$ cat src/rtl/pea_actor_core.sv
// Polynomial evaluation actor core: decodes commands, stores up to SLOTS
// polynomials and evaluates them with Horner's rule, one x per firing.
// The scheduler tests `enable` for a mode and then pulses `invoke`; the core
// itself fires whatever mode it is handed and signals completion on FC.
module pea_actor_core #(
    parameter int WIDTH     = 16,
    parameter int OUT_WIDTH = 32,
    parameter int MAX_DEG   = 10,
    parameter int SLOTS     = 4,
    parameter int CNT_W     = 10
) (
    input  logic                 clk,
    input  logic                 rst,
    input  logic [WIDTH-1:0]     command_in,
    input  logic [WIDTH-1:0]     data_in,
    input  logic                 invoke,
    input  logic [2:0]           next_mode_in,
    input  logic [CNT_W-1:0]     command_pop,
    input  logic [CNT_W-1:0]     data_pop,
    input  logic [CNT_W-1:0]     free_space_result,
    input  logic [CNT_W-1:0]     free_space_status,
    output logic                 rd_in_command,
    output logic                 rd_in_data,
    output logic                 FC,
    output logic                 wr_out,
    output logic [OUT_WIDTH-1:0] data_out_result,
    output logic [OUT_WIDTH-1:0] data_out_status,
    output logic [2:0]           mode,
    output logic [4:0]           b,
    output logic [3:0]           N,
    output logic                 enable
);

    localparam int SLOT_W = (SLOTS > 1) ? $clog2(SLOTS) : 1;
    localparam int NCOEF  = MAX_DEG + 1;
    localparam logic [3:0] MAX_DEG_N = 4'(MAX_DEG);

    // Scheduler-visible modes
    localparam logic [2:0] M_GET = 3'd0;
    localparam logic [2:0] M_STP = 3'd1;
    localparam logic [2:0] M_EVP = 3'd2;
    localparam logic [2:0] M_EVB = 3'd3;
    localparam logic [2:0] M_OUT = 3'd4;
    localparam logic [2:0] M_RST = 3'd5;

    // Command opcodes
    localparam logic [2:0] OP_STP = 3'd1;
    localparam logic [2:0] OP_EVP = 3'd2;
    localparam logic [2:0] OP_EVB = 3'd3;
    localparam logic [2:0] OP_RST = 3'd5;

    // Status codes carried in the status token
    localparam logic [1:0] ST_OK      = 2'd0;
    localparam logic [1:0] ST_INVALID = 2'd1;
    localparam logic [1:0] ST_RANGE   = 2'd2;
    localparam logic [1:0] ST_OPCODE  = 2'd3;

    typedef enum logic [2:0] {
        S_IDLE,   // waiting for invoke
        S_CMD,    // popping the command word
        S_STP,    // popping coefficients, highest degree first
        S_EVX,    // popping x, loading the leading coefficient
        S_EVC,    // one Horner step per cycle
        S_FC,     // firing-complete pulse
        S_OUT     // pushing result/status, FC in the same cycle
    } state_t;

    state_t                       state_q, state_d;
    logic [2:0]                   mode_q, mode_d;
    logic [4:0]                   b_q, b_d;
    logic [3:0]                   n_q, n_d;
    logic [2:0]                   op_q, op_d;
    logic [SLOT_W-1:0]            slot_q, slot_d;
    logic [3:0]                   cnt_q, cnt_d;
    logic [WIDTH-1:0]             x_q, x_d;
    logic [OUT_WIDTH-1:0]         res_q, res_d;
    logic [1:0]                   stat_q, stat_d;
    logic [OUT_WIDTH-1:0]         ores_q, ores_d;
    logic [1:0]                   ostat_q, ostat_d;
    logic [SLOTS-1:0]             valid_q, valid_d;
    logic [SLOTS-1:0][3:0]        deg_q, deg_d;
    logic                         evb_q, evb_d;

    logic [WIDTH-1:0]             coef_mem [SLOTS][NCOEF];
    logic                         coef_we;
    logic [WIDTH-1:0]             coef_top;
    logic [WIDTH-1:0]             coef_step;
    logic [CNT_W-1:0]             b_ext;
    logic                         cmd_unused;

    // Reserved command bits carry no meaning
    assign cmd_unused = ^command_in[3:2];

    // Leading coefficient of the addressed slot, and the one below the
    // current Horner index
    assign coef_top  = coef_mem[slot_q][deg_q[slot_q]];
    assign coef_step = coef_mem[slot_q][cnt_q - 4'd1];

    assign b_ext = {{(CNT_W-5){1'b0}}, b_q};

    // Enable: can the mode presented by the scheduler fire with current FIFO levels
    always_comb begin
        enable = 1'b0;
        case (next_mode_in)
            M_GET:        enable = (command_pop != '0);
            M_STP:        enable = (data_pop >= b_ext);
            M_EVP, M_EVB: enable = (data_pop != '0) || (b_q == 5'd0);
            M_OUT:        enable = (free_space_result != '0) && (free_space_status != '0);
            M_RST:        enable = 1'b1;
            default:      enable = 1'b0;
        endcase
    end

    // Next-state and firing behaviour
    always_comb begin
        state_d = state_q;
        mode_d  = mode_q;
        b_d     = b_q;
        n_d     = n_q;
        op_d    = op_q;
        slot_d  = slot_q;
        cnt_d   = cnt_q;
        x_d     = x_q;
        res_d   = res_q;
        stat_d  = stat_q;
        ores_d  = ores_q;
        ostat_d = ostat_q;
        valid_d = valid_q;
        deg_d   = deg_q;
        evb_d   = evb_q;
        coef_we = 1'b0;

        case (state_q)
            S_IDLE: begin
                if (invoke) begin
                    case (next_mode_in)
                        M_GET: state_d = S_CMD;
                        M_STP: begin
                            cnt_d   = n_q;
                            state_d = S_STP;
                        end
                        M_EVP, M_EVB: begin
                            evb_d  = (next_mode_in == M_EVB);
                            mode_d = M_OUT;
                            if ((next_mode_in == M_EVB) && (b_q == 5'd0)) begin
                                // Batch already exhausted: nothing to pop
                                res_d   = '0;
                                stat_d  = ST_RANGE;
                                state_d = S_FC;
                            end else begin
                                state_d = S_EVX;
                            end
                        end
                        M_OUT: begin
                            ores_d  = res_q;
                            ostat_d = stat_q;
                            mode_d  = ((op_q == OP_EVB) && (b_q != 5'd0)) ? M_EVB : M_GET;
                            state_d = S_OUT;
                        end
                        M_RST: begin
                            valid_d = '0;
                            mode_d  = M_GET;
                            state_d = S_FC;
                        end
                        default: state_d = S_IDLE;
                    endcase
                end
            end

            S_CMD: begin
                op_d    = command_in[15:13];
                n_d     = command_in[7:4];
                slot_d  = command_in[SLOT_W-1:0];
                state_d = S_FC;
                case (command_in[15:13])
                    OP_STP: begin
                        mode_d = M_STP;
                        b_d    = {1'b0, command_in[7:4]} + 5'd1;
                    end
                    OP_EVP: begin
                        mode_d = M_EVP;
                        b_d    = 5'd1;
                    end
                    OP_EVB: begin
                        mode_d = M_EVB;
                        b_d    = command_in[12:8];
                    end
                    OP_RST: begin
                        mode_d = M_RST;
                        b_d    = 5'd0;
                    end
                    default: begin
                        // Unknown opcode is reported through a normal output firing
                        mode_d = M_OUT;
                        b_d    = 5'd0;
                        res_d  = '0;
                        stat_d = ST_OPCODE;
                    end
                endcase
            end

            S_STP: begin
                // Out-of-range degree: tokens are still consumed but not kept
                coef_we = (n_q <= MAX_DEG_N);
                cnt_d   = cnt_q - 4'd1;
                if (cnt_q == 4'd0) begin
                    res_d   = '0;
                    mode_d  = M_OUT;
                    state_d = S_FC;
                    if (n_q <= MAX_DEG_N) begin
                        valid_d[slot_q] = 1'b1;
                        deg_d[slot_q]   = n_q;
                        stat_d          = ST_OK;
                    end else begin
                        stat_d = ST_RANGE;
                    end
                end
            end

            S_EVX: begin
                x_d = data_in;
                if (evb_q) begin
                    b_d = b_q - 5'd1;
                end
                if (valid_q[slot_q]) begin
                    // First Horner step folded in: 0*x + c[deg]
                    res_d   = OUT_WIDTH'(coef_top);
                    cnt_d   = deg_q[slot_q];
                    stat_d  = ST_OK;
                    state_d = (deg_q[slot_q] == 4'd0) ? S_FC : S_EVC;
                end else begin
                    res_d   = '0;
                    stat_d  = ST_INVALID;
                    state_d = S_FC;
                end
            end

            S_EVC: begin
                // Unsigned, wraps modulo 2^OUT_WIDTH
                res_d = (res_q * OUT_WIDTH'(x_q)) + OUT_WIDTH'(coef_step);
                cnt_d = cnt_q - 4'd1;
                if (cnt_q == 4'd1) begin
                    state_d = S_FC;
                end
            end

            S_FC:    state_d = S_IDLE;
            S_OUT:   state_d = S_IDLE;
            default: state_d = S_IDLE;
        endcase
    end

    // Control and result registers; reset aborts any firing in progress
    always_ff @(posedge clk or negedge rst) begin
        if (!rst) begin
            state_q <= S_IDLE;
            mode_q  <= M_GET;
            b_q     <= '0;
            n_q     <= '0;
            op_q    <= '0;
            slot_q  <= '0;
            cnt_q   <= '0;
            res_q   <= '0;
            stat_q  <= '0;
            ores_q  <= '0;
            ostat_q <= '0;
            valid_q <= '0;
            evb_q   <= 1'b0;
        end else begin
            state_q <= state_d;
            mode_q  <= mode_d;
            b_q     <= b_d;
            n_q     <= n_d;
            op_q    <= op_d;
            slot_q  <= slot_d;
            cnt_q   <= cnt_d;
            res_q   <= res_d;
            stat_q  <= stat_d;
            ores_q  <= ores_d;
            ostat_q <= ostat_d;
            valid_q <= valid_d;
            evb_q   <= evb_d;
        end
    end

    // Data-only registers: x operand and per-slot degree (guarded by valid bits)
    always_ff @(posedge clk) begin
        x_q   <= x_d;
        deg_q <= deg_d;
    end

    // Coefficient store, written one token per cycle during a store firing
    always_ff @(posedge clk) begin
        if (coef_we) begin
            coef_mem[slot_q][cnt_q] <= data_in;
        end
    end

    assign rd_in_command   = (state_q == S_CMD);
    assign rd_in_data      = (state_q == S_STP) || (state_q == S_EVX);
    assign FC              = (state_q == S_FC) || (state_q == S_OUT);
    assign wr_out          = (state_q == S_OUT);
    assign data_out_result = ores_q;
    assign data_out_status = {{(OUT_WIDTH-2){1'b0}}, ostat_q};
    assign mode            = mode_q;
    assign b               = b_q;
    assign N               = n_q;

endmodule

$ cat config.mk
export PLATFORM = sky130hd
export DESIGN_NAME = pea_actor_core
export DESIGN_NICKNAME = d
export VERILOG_FILES = /design/src/rtl/pea_actor_core.sv
export SDC_FILE = /design/constraint.sdc
export NUM_CORES = 2
export LEC_CHECK = 0
export ABC_CLOCK_PERIOD_IN_PS = 7600
export BUFFER_PORTS_ARGS = -buffer_cell sky130_fd_sc_hd__buf_4
export CORE_MARGIN = 8
export CORE_UTILIZATION = 40
export CTS_BUF_LIST = sky130_fd_sc_hd__clkbuf_8
export DETAILED_ROUTE_END_ITERATION = 8
export GPL_TIMING_DRIVEN = 0
export HOLD_SLACK_MARGIN = 0.05
export SYNTH_ARGS = -nofsm -noshare
export SYNTH_HDL_FRONTEND = slang
export SYNTH_SLANG_ARGS = --single-unit
$ cat constraint.sdc
create_clock -name clk -period 7.6 [get_ports clk]
set_clock_uncertainty 0.05 [all_clocks]
set_input_delay 1.52 -clock clk [delete_from_list [all_inputs] [get_ports clk]]
set_output_delay 1.52 -clock clk [all_outputs]
set_load 0.02 [all_outputs]
==> qor.yml <==
status: "finished clean"
nFillCells: 10300
setup_violations: 0
hold_path.startpoint: "op_q[2]$_DFFE_PN0P_"
numCtsBuffers: 138
drt_iter0_drc: 2786
gp_congestion: 0.918
synthCells: 3252
cap_violations: 0
final_common_cell: "edfxtp_1"
path_class: "reg2reg"
clk_pin_slew_ns: 0.06
regArea_um2: 24500
grt_max_degree: 98
multi_input_area_um2: 19900
min_path_cells: 2
via_per_inst: 5.44
syn_avg_cell_area_um2: 14.4
synth_top_area_cell: "edfxtp_1"
overflow: 0
grt_pass1_vias: 29300
synth_edf_count: 736
nets: 4086
grt_pass1_wl_um: 198000
async_flop_share: 0.116
die_h_um: 358
drv_slew: 0
seq_area_frac_synth: 0.526
antenna_found_initial: 2
drive_gt1_frac: 0.221
reg2reg_to: "res_q[31]$_DFFE_PN0P_"
dieArea_um2: 128000
fmax_mhz: 134
synth.distinct_cells: 64
ff2ff_setup_slack_ns: 0.13
antenna_left: 0
mostFrequentLayoutCells: "edfxtp_1 (736), inv_1 (493), nand2_1 (322)"
place_inst: 4974
final.period_utilization: 0.982
root_buffer: "clkbuf_8"
min_to: "op_q[2]$_DFFE_PN0P_"
ys_seq_elements: 833
core_area_um2: 116000
die_w_um: 358
slew_headroom: 0.277
worstSkewPairLatency_ns: 0.78
grt.total_usage: 0.211
hold_buffers: 0
wl_per_cell_um: 25.8
tightest_slew_ns: 1.07
worstRegToRegCells: 26
start_util: 0.403
clockBufferDepth: 3
cp.arrival_ns: 8.03
hold_path_class: "reg2reg"
cts.sink_count: 833
htree_levels: 4
post-route-drc-count: 0
ys.flop_type: "edfxtp_1"
layout.cells.non_filler: 5228
hold_viol: 0
drt_pass1_iterations: 5
period_minus_slack_ns: 7.47
r2r_start: "cnt_q[0]$_DFFE_PN0P_"
dp_hpwl_um: 98700
netlist.area_leader.share: 0.474
startpoint_type: "flop"
portBuffers: 125
crit_fanout: 10
routed-via-count: 28500
end_kind: "flop"
synth_area_leaders: "edfxtp_1 (47%), fa_1 (14%), mux4_2 (12%)"
cts_tree: "yes"
yosysWarnings: 0
ios: 159
syn_area_um2: 46700
row_count: 125
wl_um: 135000
area_growth_pct: 14.6
crit_required_ns: 8.16
## critical path: stages, from the launching register on
cell and delay, ns:
dfrtp_1 0.41, buf_6 0.17, buf_12 0.13, buf_8 0.14, clkbuf_8 0.20, inv_1 0.11
ha_4 0.34, buf_4 0.28, clkbuf_8 0.27, mux4_2 0.40, a22oi_2 0.39, fa_1 0.47
inv_1 0.10, fa_1 0.45, fa_1 0.56, inv_1 0.05, fa_1 0.48, inv_1 0.04
ha_1 0.32, o21ai_0 0.16, nor2_1 0.22, o221ai_2 0.19, o221ai_4 0.39, or4b_4 0.55
a31oi_2 0.16, xnor2_1 0.13, o21ai_0 0.09
## cell families after synthesis
group | share of synthesized area
and+or+nand+nor | 0.0698
muxes | 0.139
other | 0.0000803
DFF | 0.526
AOI/OAI and AO/OA | 0.0362
adders and majority gates | 0.162
xor gates and xnor gates | 0.0105
buffers and inverters | 0.0571
## what timing repair did
action,in CTS,in global routing
gates resized for setup,85,42
setup buffers,3,5
pin swaps,4,9
setup endpoints to repair,29,11
## registers in the layout, summed over array words and instances (netlist names)
signal	cells
stat_q	2
op_q	3
res_q	32
coef_mem	704
b	5
data_out_result	32
slot_q	2
N	4
mode	3
x_q	16
state_q	3
cnt_q	4
evb_q	1
valid_q	4
ostat_q	2
deg_q	16
## stage by stage
stage / util / worst slack, ns / instance area (um2) / hold slack, ns / setup TNS, ns
3_3_place_gp: 0.428 / -3.19 / 49600 / 0.401 / -64.33
5_1_grt: 0.462 / -0.0318 / 53500 / 0.429 / -0.0657
4_1_cts: 0.460 / 0.00512 / 53300 / 0.431 / 0
6_report: 0.462 / 0.134 / 53500 / 0.427 / 0
3_5_place_dp: 0.436 / -3.16 / 50500 / 0.417 / -64.80
2_1_floorplan: - / 0.00412 / 46800 / 0.377 / 0
## Yosys cell counts (10+ instances only)
cell type	count
a21o_1	12
mux4_2	245
dfrtp_1	97
edfxtp_1	736
inv_1	450
mux2_2	53
buf_2	22
buf_4	38
o21ai_0	45
xor2_1	18
nor4_1	13
clkbuf_1	128
ha_1	94
nand2b_1	10
nor2_1	122
o22ai_1	21
a22oi_1	34
mux2i_1	36
nand3_1	18
nor3_1	14
xnor2_1	38
fa_1	319
buf_1	12
a21oi_1	73
and2_1	165
nand2_1	322
## worst max-delay path by stage
stage,cells past startpoint,from,to
6_report,26,cnt_q[0]$_DFFE_PN0P_,res_q[31]$_DFFE_PN0P_
5_1_grt,24,slot_q[0]$_DFFE_PN0P_,res_q[31]$_DFFE_PN0P_
4_1_cts,24,slot_q[1]$_DFFE_PN0P_,res_q[31]$_DFFE_PN0P_
3_5_place_dp,25,cnt_q[0]$_DFFE_PN0P_,res_q[25]$_DFFE_PN0P_
3_3_place_gp,25,cnt_q[0]$_DFFE_PN0P_,res_q[25]$_DFFE_PN0P_
2_1_floorplan,25,cnt_q[0]$_DFFE_PN0P_,res_q[25]$_DFFE_PN0P_
## layout make-up
cell class	instances	share of cell area
plain buffers	201	0.0221
repair buffers	178	0.0334
multi-input cells	1793	0.371
inverters	450	0.0316
diodes	2	0.0000935
clock buffers	148	0.0381
flip-flops and latches	833	0.458
clock inverters	99	0.00938
well taps	1524	0.0356
## routing by layer
metal,global-route usage,part of all wire,wire (um),vias to the layer above
met5,0,0.000082,11,-
met3,0.0438,0.077,10400,259
met1,0.278,0.40,53900,14900
met2,0.344,0.48,65300,1190
li1,-,-,-,12100
met4,0.0804,0.039,5260,2
Power is not shown: default switching activity piles up to over one toggle a cycle in this logic, so the estimate is an artifact.
